## src/rtl/ad7687_reader.sv

```systemverilog
// ad7687_reader: CNV-triggered 16-bit SAR ADC reader (AD7687/AD7980 class, 3-wire, no busy indicator).
// Latency: start sampled at edge 0, valid rises at edge 1+CONV_CYCLES+QUIET_CYCLES+2*SCLK_DIV*DATA_WIDTH.
// Backpressure: one-word output register; an unaccepted word is overwritten and sets sticky overrun_o.
//
// Ports:
//   clk_i, rstn_i            clock, synchronous active-low reset
//   start_i                  conversion request, sampled only when idle
//   busy_o                   conversion in progress
//   data_o/valid_o/ready_i   captured word on a valid/ready stream
//   overrun_o/overrun_clr_i  sticky overwrite flag and its clear
//   cnv_o, sck_o, sdo_i      ADC convert-start, SPI clock (idle low), ADC serial data
module ad7687_reader #(
    parameter int DATA_WIDTH   = 16,
    parameter int SCLK_DIV     = 2,
    parameter int CONV_CYCLES  = 100,
    parameter int QUIET_CYCLES = 4
) (
    input  logic                  clk_i,
    input  logic                  rstn_i,
    input  logic                  start_i,
    output logic                  busy_o,
    output logic [DATA_WIDTH-1:0] data_o,
    output logic                  valid_o,
    input  logic                  ready_i,
    output logic                  overrun_o,
    input  logic                  overrun_clr_i,
    output logic                  cnv_o,
    output logic                  sck_o,
    input  logic                  sdo_i
);

    localparam int CNT_MAX_A = (CONV_CYCLES > QUIET_CYCLES) ? CONV_CYCLES : QUIET_CYCLES;
    localparam int CNT_MAX   = (CNT_MAX_A > SCLK_DIV) ? CNT_MAX_A : SCLK_DIV;
    localparam int CNT_W     = $clog2(CNT_MAX + 1);
    localparam int BIT_W     = $clog2(DATA_WIDTH + 1);

    localparam logic [CNT_W-1:0] CONV_LAST  = CNT_W'(CONV_CYCLES - 1);
    // QUIET also absorbs the hand-off cycle into READ, so its terminal count
    // is QUIET_CYCLES rather than QUIET_CYCLES-1.
    localparam logic [CNT_W-1:0] QUIET_LAST = CNT_W'(QUIET_CYCLES);
    localparam logic [CNT_W-1:0] DIV_LAST   = CNT_W'(SCLK_DIV - 1);
    localparam logic [BIT_W-1:0] BIT_LAST   = BIT_W'(DATA_WIDTH - 1);

    localparam logic [1:0] S_IDLE  = 2'd0;
    localparam logic [1:0] S_CONV  = 2'd1;
    localparam logic [1:0] S_QUIET = 2'd2;
    localparam logic [1:0] S_READ  = 2'd3;

    logic [1:0]            state_q,   state_d;
    logic [CNT_W-1:0]      cnt_q,     cnt_d;
    logic [BIT_W-1:0]      bit_q,     bit_d;
    logic [DATA_WIDTH-1:0] shift_q,   shift_d;
    logic [DATA_WIDTH-1:0] data_q,    data_d;
    logic                  cnv_q,     cnv_d;
    logic                  sck_q,     sck_d;
    logic                  busy_q,    busy_d;
    logic                  valid_q,   valid_d;
    logic                  overrun_q, overrun_d;
    logic                  word_done;

    always_comb begin
        state_d   = state_q;
        cnt_d     = cnt_q;
        bit_d     = bit_q;
        shift_d   = shift_q;
        cnv_d     = cnv_q;
        sck_d     = sck_q;
        busy_d    = busy_q;
        word_done = 1'b0;

        case (state_q)
            S_IDLE: begin
                if (start_i) begin
                    state_d = S_CONV;
                    cnt_d   = '0;
                    cnv_d   = 1'b1;
                    busy_d  = 1'b1;
                end
            end
            S_CONV: begin
                if (cnt_q == CONV_LAST) begin
                    state_d = S_QUIET;
                    cnt_d   = '0;
                    cnv_d   = 1'b0;
                end else begin
                    cnt_d = cnt_q + 1'b1;
                end
            end
            S_QUIET: begin
                if (cnt_q == QUIET_LAST) begin
                    state_d = S_READ;
                    cnt_d   = '0;
                    bit_d   = '0;
                end else begin
                    cnt_d = cnt_q + 1'b1;
                end
            end
            default: begin
                // READ: low phase then high phase per bit; sample on the rising edge.
                if (cnt_q == DIV_LAST) begin
                    cnt_d = '0;
                    if (!sck_q) begin
                        sck_d   = 1'b1;
                        shift_d = {shift_q[DATA_WIDTH-2:0], sdo_i};
                    end else begin
                        sck_d = 1'b0;
                        if (bit_q == BIT_LAST) begin
                            word_done = 1'b1;
                            state_d   = S_IDLE;
                            busy_d    = 1'b0;
                        end else begin
                            bit_d = bit_q + 1'b1;
                        end
                    end
                end else begin
                    cnt_d = cnt_q + 1'b1;
                end
            end
        endcase
    end

    // Output stream: a completing word always loads; it only drops valid
    // when the current word is accepted and nothing new arrives.
    always_comb begin
        data_d    = data_q;
        valid_d   = valid_q;
        overrun_d = overrun_q;
        if (word_done) begin
            data_d  = shift_q;
            valid_d = 1'b1;
        end else if (valid_q && ready_i) begin
            valid_d = 1'b0;
        end
        // Set has priority over clear.
        if (word_done && valid_q && !ready_i) begin
            overrun_d = 1'b1;
        end else if (overrun_clr_i) begin
            overrun_d = 1'b0;
        end
    end

    always_ff @(posedge clk_i) begin
        if (!rstn_i) begin
            state_q   <= S_IDLE;
            cnt_q     <= '0;
            bit_q     <= '0;
            shift_q   <= '0;
            data_q    <= '0;
            cnv_q     <= 1'b0;
            sck_q     <= 1'b0;
            busy_q    <= 1'b0;
            valid_q   <= 1'b0;
            overrun_q <= 1'b0;
        end else begin
            state_q   <= state_d;
            cnt_q     <= cnt_d;
            bit_q     <= bit_d;
            shift_q   <= shift_d;
            data_q    <= data_d;
            cnv_q     <= cnv_d;
            sck_q     <= sck_d;
            busy_q    <= busy_d;
            valid_q   <= valid_d;
            overrun_q <= overrun_d;
        end
    end

    assign busy_o    = busy_q;
    assign data_o    = data_q;
    assign valid_o   = valid_q;
    assign overrun_o = overrun_q;
    assign cnv_o     = cnv_q;
    assign sck_o     = sck_q;

endmodule
```

## config.mk

```make
export PLATFORM = sky130hd
export DESIGN_NAME = ad7687_reader
export DESIGN_NICKNAME = d
export VERILOG_FILES = /design/src/rtl/ad7687_reader.sv
export SDC_FILE = /design/constraint.sdc
export NUM_CORES = 1
export LEC_CHECK = 0
export CORE_MARGIN = 2
export CORE_UTILIZATION = 26
export CTS_CLUSTER_DIAMETER = 150
export DETAILED_ROUTE_END_ITERATION = 7
export GPL_TIMING_DRIVEN = 0
export MAX_ROUTING_LAYER = met4
export PLACE_DENSITY_LB_ADDON = 0.2
export RECOVER_POWER = 100
export SKIP_CTS_REPAIR_TIMING = 1
export SLEW_MARGIN = 25
export SYNTH_ARGS = -nofsm -noshare
export SYNTH_HDL_FRONTEND = slang
export SYNTH_SLANG_ARGS = --single-unit
```

## constraint.sdc

```tcl
create_clock -name clk_i -period 4.7 [get_ports clk_i]
set_clock_uncertainty 0.05 [all_clocks]
set_input_delay 0.47 -clock clk_i [delete_from_list [all_inputs] [get_ports clk_i]]
set_output_delay 0.47 -clock clk_i [all_outputs]
set_load 0.1 [all_outputs]
```

==> Yosys cells after proc, flatten, opt, wreduce, memory -nomap -nowiden <==
Cells that the tools add are included.
{ "totals": {"regBits": 51, "word_cells": 84, "inputBits": 6, "output_inout_bits": 21} }
{ "op_classes": {"bitwise": 4, "reduce_logical": 25, "add_sub_neg": 2, "n_eq_ne": 10, "n_mux": 33} }
{ "op_table": {"columns": ["cell", "count"], "rows": [
  ["$mux 7", 4],
  ["$pmux 7 s3", 1],
  ["$mux 5", 4],
  ["$reduce_bool 2->1", 8],
  ["$mux 1", 14],
  ["$mux 2", 6],
  ["$reduce_bool 4->1", 3],
  ["$pmux 5 s2", 1],
  ["$reduce_and 5->1", 2],
  ["$add 7x1->7 const B", 1],
  ["$eq 7x1->1 const B", 1],
  ["$eq 7x3->1 const B", 1],
  ["$eq 7x7->1 const B", 1],
  ["$ne 2x2->1 const B", 3],
  ["$pmux 2 s3", 1],
  ["$reduce_and 3->1", 2],
  ["$reduce_and 6->1", 1],
  ["$add 5x1->5 const B", 1],
  ["$eq 5x4->1 const B", 1],
  ["$not 1->1", 4],
  ["$pmux 1 s2", 2],
  ["$reduce_or 2->1", 2],
  ["$logic_and 1x1->1", 3],
  ["$reduce_or 3->1", 1],
  ["6 further kinds", 6]
]} }

==> Logic depth before layout (Yosys ltp) <==
Gate-level depths: netlist (run 1).
{ "depth": {"word_depth": 8, "depth_mapped": 9, "depth_no_buf": 7} }

==> Worst setup path after synthesis (run 1) <==
Ideal clock, no wire load.
{ "synth_timing": {"kind": "register to register", "startpoint": "register sck_q, in the netlist sck_o", "endpoint": "register state_q[0]", "stages_incl_launch_ff": 5, "setup_ns": 0.115, "arrival_time_ns": 1.815, "path_buffers": 0, "period_less_slack_ns": 1.979, "slack_ns": 2.721, "required_time_ns": 4.535, "path_cell_list": "dfxtp_1 > and4b_1 > a21boi_0 > o41a_1 > o21a_1"} }
{ "synth_between": {"elab_chain_cells": 2} }
{ "synth_rtl": {"columns": ["element", "line_no", "source"], "rows": [
  ["start: declaration", "55", "logic sck_q, sck_d;"],
  ["start signal: assignment", "161", "sck_q <= sck_d;"],
  ["$reduce_bool 4->1 (no line)", null, null],
  ["$reduce_and 6->1 (no line)", null, null],
  ["end signal: assignment", "155", "state_q <= state_d;"],
  ["end: declaration", "49", "logic [1:0] state_q, state_d;"]
]} }
Every way passes these cells.
A chain may end at the register's enable or synchronous reset.

==> Final worst setup path (run 1) <==
{ "layout_timing": {"startpoint": "register bit_q[0]", "endpoint": "register data_q[6], in the netlist data_o[6]"} }
{ "layout_between": {"elab_chain_cells": 5} }
{ "layout_rtl": {"columns": ["element", "line_no", "source"], "rows": [
  ["start: declaration", "51", "logic [BIT_W-1:0] bit_q, bit_d;"],
  ["start signal: assignment", "157", "bit_q <= bit_d;"],
  ["$eq 5x4->1", "107", "if (bit_q == BIT_LAST) begin"],
  ["$mux 1", "107", null],
  ["$mux 1", "102", "if (!sck_q) begin"],
  ["$mux 1", "100", "if (cnt_q == DIV_LAST) begin"],
  ["$mux 1", "71", "case (state_q)"],
  ["end signal: assignment", "159", "data_q <= data_d;"],
  ["end: declaration", "53", "logic [DATA_WIDTH-1:0] data_q, data_d;"]
]} }
Every way passes these cells.

==> reports/qor.txt, run 1 <==
Slew HR: 0.347
vias in the first global route: 1,609
syn_nets: 245
largest net degree at the start of global routing: 17
Vert. Die Dim: 97.7 um
gp weighted congestion: 0.749
MaxCap Viol Count: 0
Layout area overhead: 19.6%
Rows: 34
Iter 0 DRT Violations: 56
DP HPWL: 3350 um
outcome: finished, final reports clean
setup violators final: 0
DR vias/cell: 4.43
Reg clk slew, reported paths: 0.09 ns
TNS Setup: 0 ns
Tmin final: 2.83 ns
die area: 9550 sq um
first-pass GRT wire length: 7900 um
Max Fclk: 0.353 GHz
Fill cells: 899
Power Density: 385 nW/um^2
# clock sinks: 51
fin. max-slew vios: 0
initial antenna violation count: 0
share of cells above drive strength 1: 0.0651
crit path capture type: register
Vias: 1,635
synthesized flop and latch total: 51
DRT Wirelength: 4650 um
Crit Path Max Fanout: 10
CTS Buffer Depth: 2
Core Area: 8640 sq um
DRT antenna net count: 0
Cells after Synth: 228
width of the die: 97.7 um
register area share after synthesis: 0.447
mean area per synthesized cell: 10.0 sq um
HP Class: register to register
antenna cells: 0
CTS tree: done
PortBufs: 25
Root Buffer: clkbuf_8
DP Cell Count: 361
crit path kind: register to register
Worst-Skew Late Latency: 0.30 ns
EDFF count, synth: 0
synthesized area: 2280 sq um
Synth area leader: dfxtp_1
Non-Filler Instances: 369
Worst setup SP type: register
total number of yosys warnings: 0
Main synth FF type: dfxtp_1
leakage: 1.27 nW
post-synthesis cell type count: 45
Final Hold Vio Count: 0
Post-synth ARST share: 0
initial core utilization: 0.265
Final Cycle Share: 0.602
most frequent cells in the layout: dfxtp_1, nor2_1, mux2i_1
CTS H-tree lvls: 2
nets@finish: 277
VDD IR max: 161 uV
Worst EP arrival: 2.96 ns
# DRC: 0
drt first pass iters: 4
post-DR wirelength/cell: 12.6 um
CTS buffer count: 5
commonest non-fill, non-tap cell in the layout: dfxtp_1
Least-Margin Pin Slew: 0.977 ns
Worst Path Required: 4.83 ns
Top Ports: 27
unrepaired setup endpoints after global routing: no
post-synth top area share: 0.447
top post-synthesis cells by area: dfxtp_1, mux2i_1, ha_1, nor2_1, a211oi_1
Tot GR Track Use: 0.105
grt ovf: 0
## critical path, stage by stage (launching register included)
cell,delay [ns]
dfxtp_1,0.34
ha_1,0.23
and3_1,0.21
ha_1,0.20
and2_0,0.15
nand4_1,0.08
clkbuf_1,0.56
clkbuf_1,0.59
mux2i_1,0.26
nor2_1,0.05
## layout make-up
class	instances	area, sq um	share of cell area
Clock buffer	5	68.8	0.0252
Clock inverter	3	43.8	0.0160
Inverter	9	33.8	0.0124
Multi-Input combinational cell	156	1130	0.412
Tap cell	108	135	0.0495
Sequential cell	51	1020	0.374
Buffer	12	53.8	0.0197
Timing Repair Buffer	25	250	0.0916
## per-layer routing
layer	GRT usage	vias to the layer above	wire, um	share of wire
met2	0.153	26	2090	0.45
li1	-	851	-	-
met5	-	-	0	0
met3	0.0229	2	164	0.035
met4	0.0353	0	40	0.0086
met1	0.146	756	2360	0.51
## registers in the layout, summed over array words and instances, names as in the netlist
name	cells
bit_q	5
busy_o	1
cnt_q	7
cnv_o	1
data_o	16
overrun_o	1
sck_o	1
shift_q	16
state_q	2
valid_o	1
## worst paths after layout
path             from   endpoint  slack (ns)  depth (start not counted)
min reg2reg  bit_q[3]   bit_q[3]        0.43                          1
min          bit_q[3]   bit_q[3]        0.43                          1
max reg2reg  bit_q[0]  data_o[6]        1.87                          9
max          bit_q[0]  data_o[6]        1.87                          9
## synth_stat cells (all sizes together), types with 2 or more instances
library cell / number
and2: 2
a21oi: 5
mux2i: 34
nand2: 12
and3: 3
o21ai: 2
inv: 9
nand4b: 2
clkbuf: 6
a31oi: 5
or3: 2
nor2b: 4
dfxtp: 51
nand2b: 2
nor2: 36
buf: 6
nor4: 2
a211oi: 6
nand4: 2
xnor2: 4
xor2: 2
ha: 11
nor3: 2
nand3: 3
o22ai: 2
## kinds of logic after synthesis
family / synth area share
xor gates and xnor gates: 0.0230
muxes: 0.149
adders and majority gates: 0.0602
buffers and inverters: 0.0569
and+or+nand+nor: 0.177
DFF: 0.447
AOI/OAI and AO/OA: 0.0871
## report_power, final
part	internal, mW	switching [mW]
logic	0.0904	0.180
clock network	0.159	0.147
registers	0.452	0.0226
## per-stage QoR
stage                     hold slack (ns)  setup slack [ns]  utilization  area, sq um  power (mW)
after floorplan                     0.381              2.72            -         2280       0.693
after global placement              0.405              2.42        0.309         2670       0.764
after global routing                0.444              1.58        0.316         2730        1.11
after CTS                           0.432              2.24        0.322         2780        1.08
final                               0.431              1.87        0.316         2730        1.05
after detailed placement            0.413              2.38        0.309         2670       0.766
Note: power is estimated with default switching activity, not from simulation.
==> run 2, diff against run 1 <==
==> constraint.sdc (replaced) <==
create_clock -name clk_i -period 2.65 [get_ports clk_i]
set_clock_uncertainty 0.05 [all_clocks]
set_input_delay 0.265 -clock clk_i [delete_from_list [all_inputs] [get_ports clk_i]]
set_output_delay 0.265 -clock clk_i [all_outputs]
set_load 0.1 [all_outputs]
==> run 2 against run 1 <==
  * Clock power grew 78%
  * Final area grew 1.3%
  * Die area is the same
  * Global-route usage is the same
  * Critical path type is now register to output pin
  * Highest routed layer unchanged
==> reports/qor.txt, run 2 (synthesis gave the netlist of run 1 again) <==
worst hold path depth: 3 (+2)
commonest non-fill, non-tap cell in the layout: dfxtp_1
CTS tree: done
drt first pass iters: 4 (unchanged)
Slew HR: 0.347 (unchanged)
Buf/Inv on CP: 1 (-1)
Tmin final: 2.27 ns
Slowest cell on crit path: dlygate4sd3_1
DRT antenna net count: 0 (unchanged)
Tot GR Track Use: 0.105 (unchanged)
Worst-Skew Late Latency: 0.30 ns (about the same)
initial core utilization: 0.265 (unchanged)
initial antenna violation count: 0 (unchanged)
TNS Setup: 0 ns (unchanged)
nets@finish: 277 (unchanged)
Worst Hold End: state_q[1]
vias in the first global route: 1,609 (unchanged)
# clock sinks: 51 (unchanged)
Worst Path Required: 2.34 ns (-2.49 ns)
die area: 9550 sq um (unchanged)
worst-path cell chain: dlygate4sd3_1
area of the multi-input gates: 1130 sq um (unchanged)
Fill cells: 892 (-0.78%)
HP Class: input port to register
R2R cell count: 6 (-3)
most frequent cells in the layout: dfxtp_1, nor2_1, mux2i_1
delay-heaviest family, CP: buffers and inverters
DR vias/cell: 4.43 (unchanged)
crit path kind: register to output pin
CTS H-tree lvls: 2 (unchanged)
post-DR wirelength/cell: 12.6 um (about the same)
fin. max-slew vios: 0 (unchanged)
Final Cycle Share: 0.855
DP HPWL: 3350 um (unchanged)
first-pass GRT wire length: 7900 um (unchanged)
Worst R2R Setup Slack: 0.53 ns (-1.34 ns)
FF-to-FF End: cnt_q[1]
hold slack: 0.323 ns (-0.108 ns)
crit path capture type: output pin
# DRC: 0 (unchanged)
Worst setup SP type: register
MaxCap Viol Count: 0 (unchanged)
Crit Path Max Fanout: 6 (-4)
CTS Buffer Depth: 2 (unchanged)
Iter 0 DRT Violations: 70 (+25%)
largest net degree at the start of global routing: 17 (unchanged)
Power Total: 1.87 mW (+78%)
antenna cells: 0 (unchanged)
PortBufs: 25 (unchanged)
width of the die: 97.7 um (unchanged)
Layout area overhead: 21.1%
outcome: finished, final reports clean
Power Density: 674 nW/um^2 (+75%)
Register Area: 1020 sq um (unchanged)
leakage: 1.29 nW (+1.6%)
Top Ports: 27 (unchanged)
Crit path depth: 1 (-8)
Vias: 1,635 (unchanged)
Worst EP arrival: 1.95 ns (-1.01 ns)
unrepaired setup endpoints after global routing: no
DRT Wirelength: 4650 um (about the same)
CTS buffer count: 5 (unchanged)
Least-Margin Pin Slew: 0.977 ns (unchanged)
RR Startpoint: state_q[0]
Vert. Die Dim: 97.7 um (unchanged)
Final Hold Vio Count: 0 (unchanged)
Core Area: 8640 sq um (unchanged)
share of cells above drive strength 1: 0.0766 (+0.0115)
slowest stage delay, CP: 1.23 ns (+0.64 ns)
Reg clk slew, reported paths: 0.09 ns (about the same)
gp weighted congestion: 0.749 (unchanged)
Hold Path Origin: rstn_i
Rows: 34 (unchanged)
Root Buffer: clkbuf_8
Max Fclk: 0.441 GHz
setup violators final: 0 (unchanged)
grt ovf: 0 (unchanged)
VDD IR max: 285 uV (+77%)
==> run 2: cell types whose count changed in the layout (fill, tap and decap cells not counted), sizes merged <==
cell	previous run	this run
clkbuf	15	12
buf	2	5
==> run 2: worst max-delay path by stage <==
stage	to	slack (ns)	from
finish	sck_o	0.38	sck_o
floorplan	state_q[0]	0.67	sck_o
detailed placement	cnt_q[1]	0.51	state_q[0]
global placement	cnt_q[1]	0.55	state_q[0]
CTS	sck_o	0.40	sck_o
global route	sck_o	0.32	sck_o
==> run 2: power by group <==
| part | leakage, nW | switching (mW) | internal, mW |
|---|---|---|---|
| clock | 0.0581 | 0.262 | 0.282 |
| sequential | 0.412 | 0.0401 | 0.801 |
| combinational | 0.825 | 0.320 | 0.161 |
| total | 1.29 | 0.623 | 1.24 |
==> run 2: metrics by stage <==
| step | util | setup WS [ns] | cells | cell area (sq um) |
|---|---|---|---|---|
| 2_1_floorplan | - | 0.671 | 228 | 2280 |
| 3_3_place_gp | 0.309 | 0.548 | 361 | 2670 |
| 3_5_place_dp | 0.309 | 0.506 | 361 | 2670 |
| 4_1_cts | 0.322 | 0.398 | 369 | 2780 |
| 5_1_grt | 0.320 | 0.322 | 369 | 2770 |
| 6_report | 0.320 | 0.384 | 369 | 2770 |
==> run 2: routing by layer <==
layer	up-vias	wire, um	track usage
met5	-	0	-
met4	0	40	0.0353
met3	2	154	0.0229
met2	23	2090	0.153
met1	758	2360	0.146
li1	852	-	-
==> run 2: area by class of cell <==
type | count | share of cell area
multi-input cells | 156 | 0.407
flip-flops and latches | 51 | 0.369
repair buffers | 25 | 0.0904
well taps | 108 | 0.0488
plain buffers | 12 | 0.0321
clock buffers | 5 | 0.0249
clock inverters | 3 | 0.0158
inverters | 9 | 0.0122
==> run 3, diff against run 2 <==
--- a/config.mk
+++ b/config.mk
@@ -7,7 +7,7 @@
 export LEC_CHECK = 0
 export CORE_MARGIN = 2
 export CORE_UTILIZATION = 26
-export CTS_CLUSTER_DIAMETER = 150
+export CTS_CLUSTER_DIAMETER = 100
 export DETAILED_ROUTE_END_ITERATION = 7
 export GPL_TIMING_DRIVEN = 0
 export MAX_ROUTING_LAYER = met4
==> results of run 3 <==
The final DEF is identical to that of run 2; final timing and power are the same.
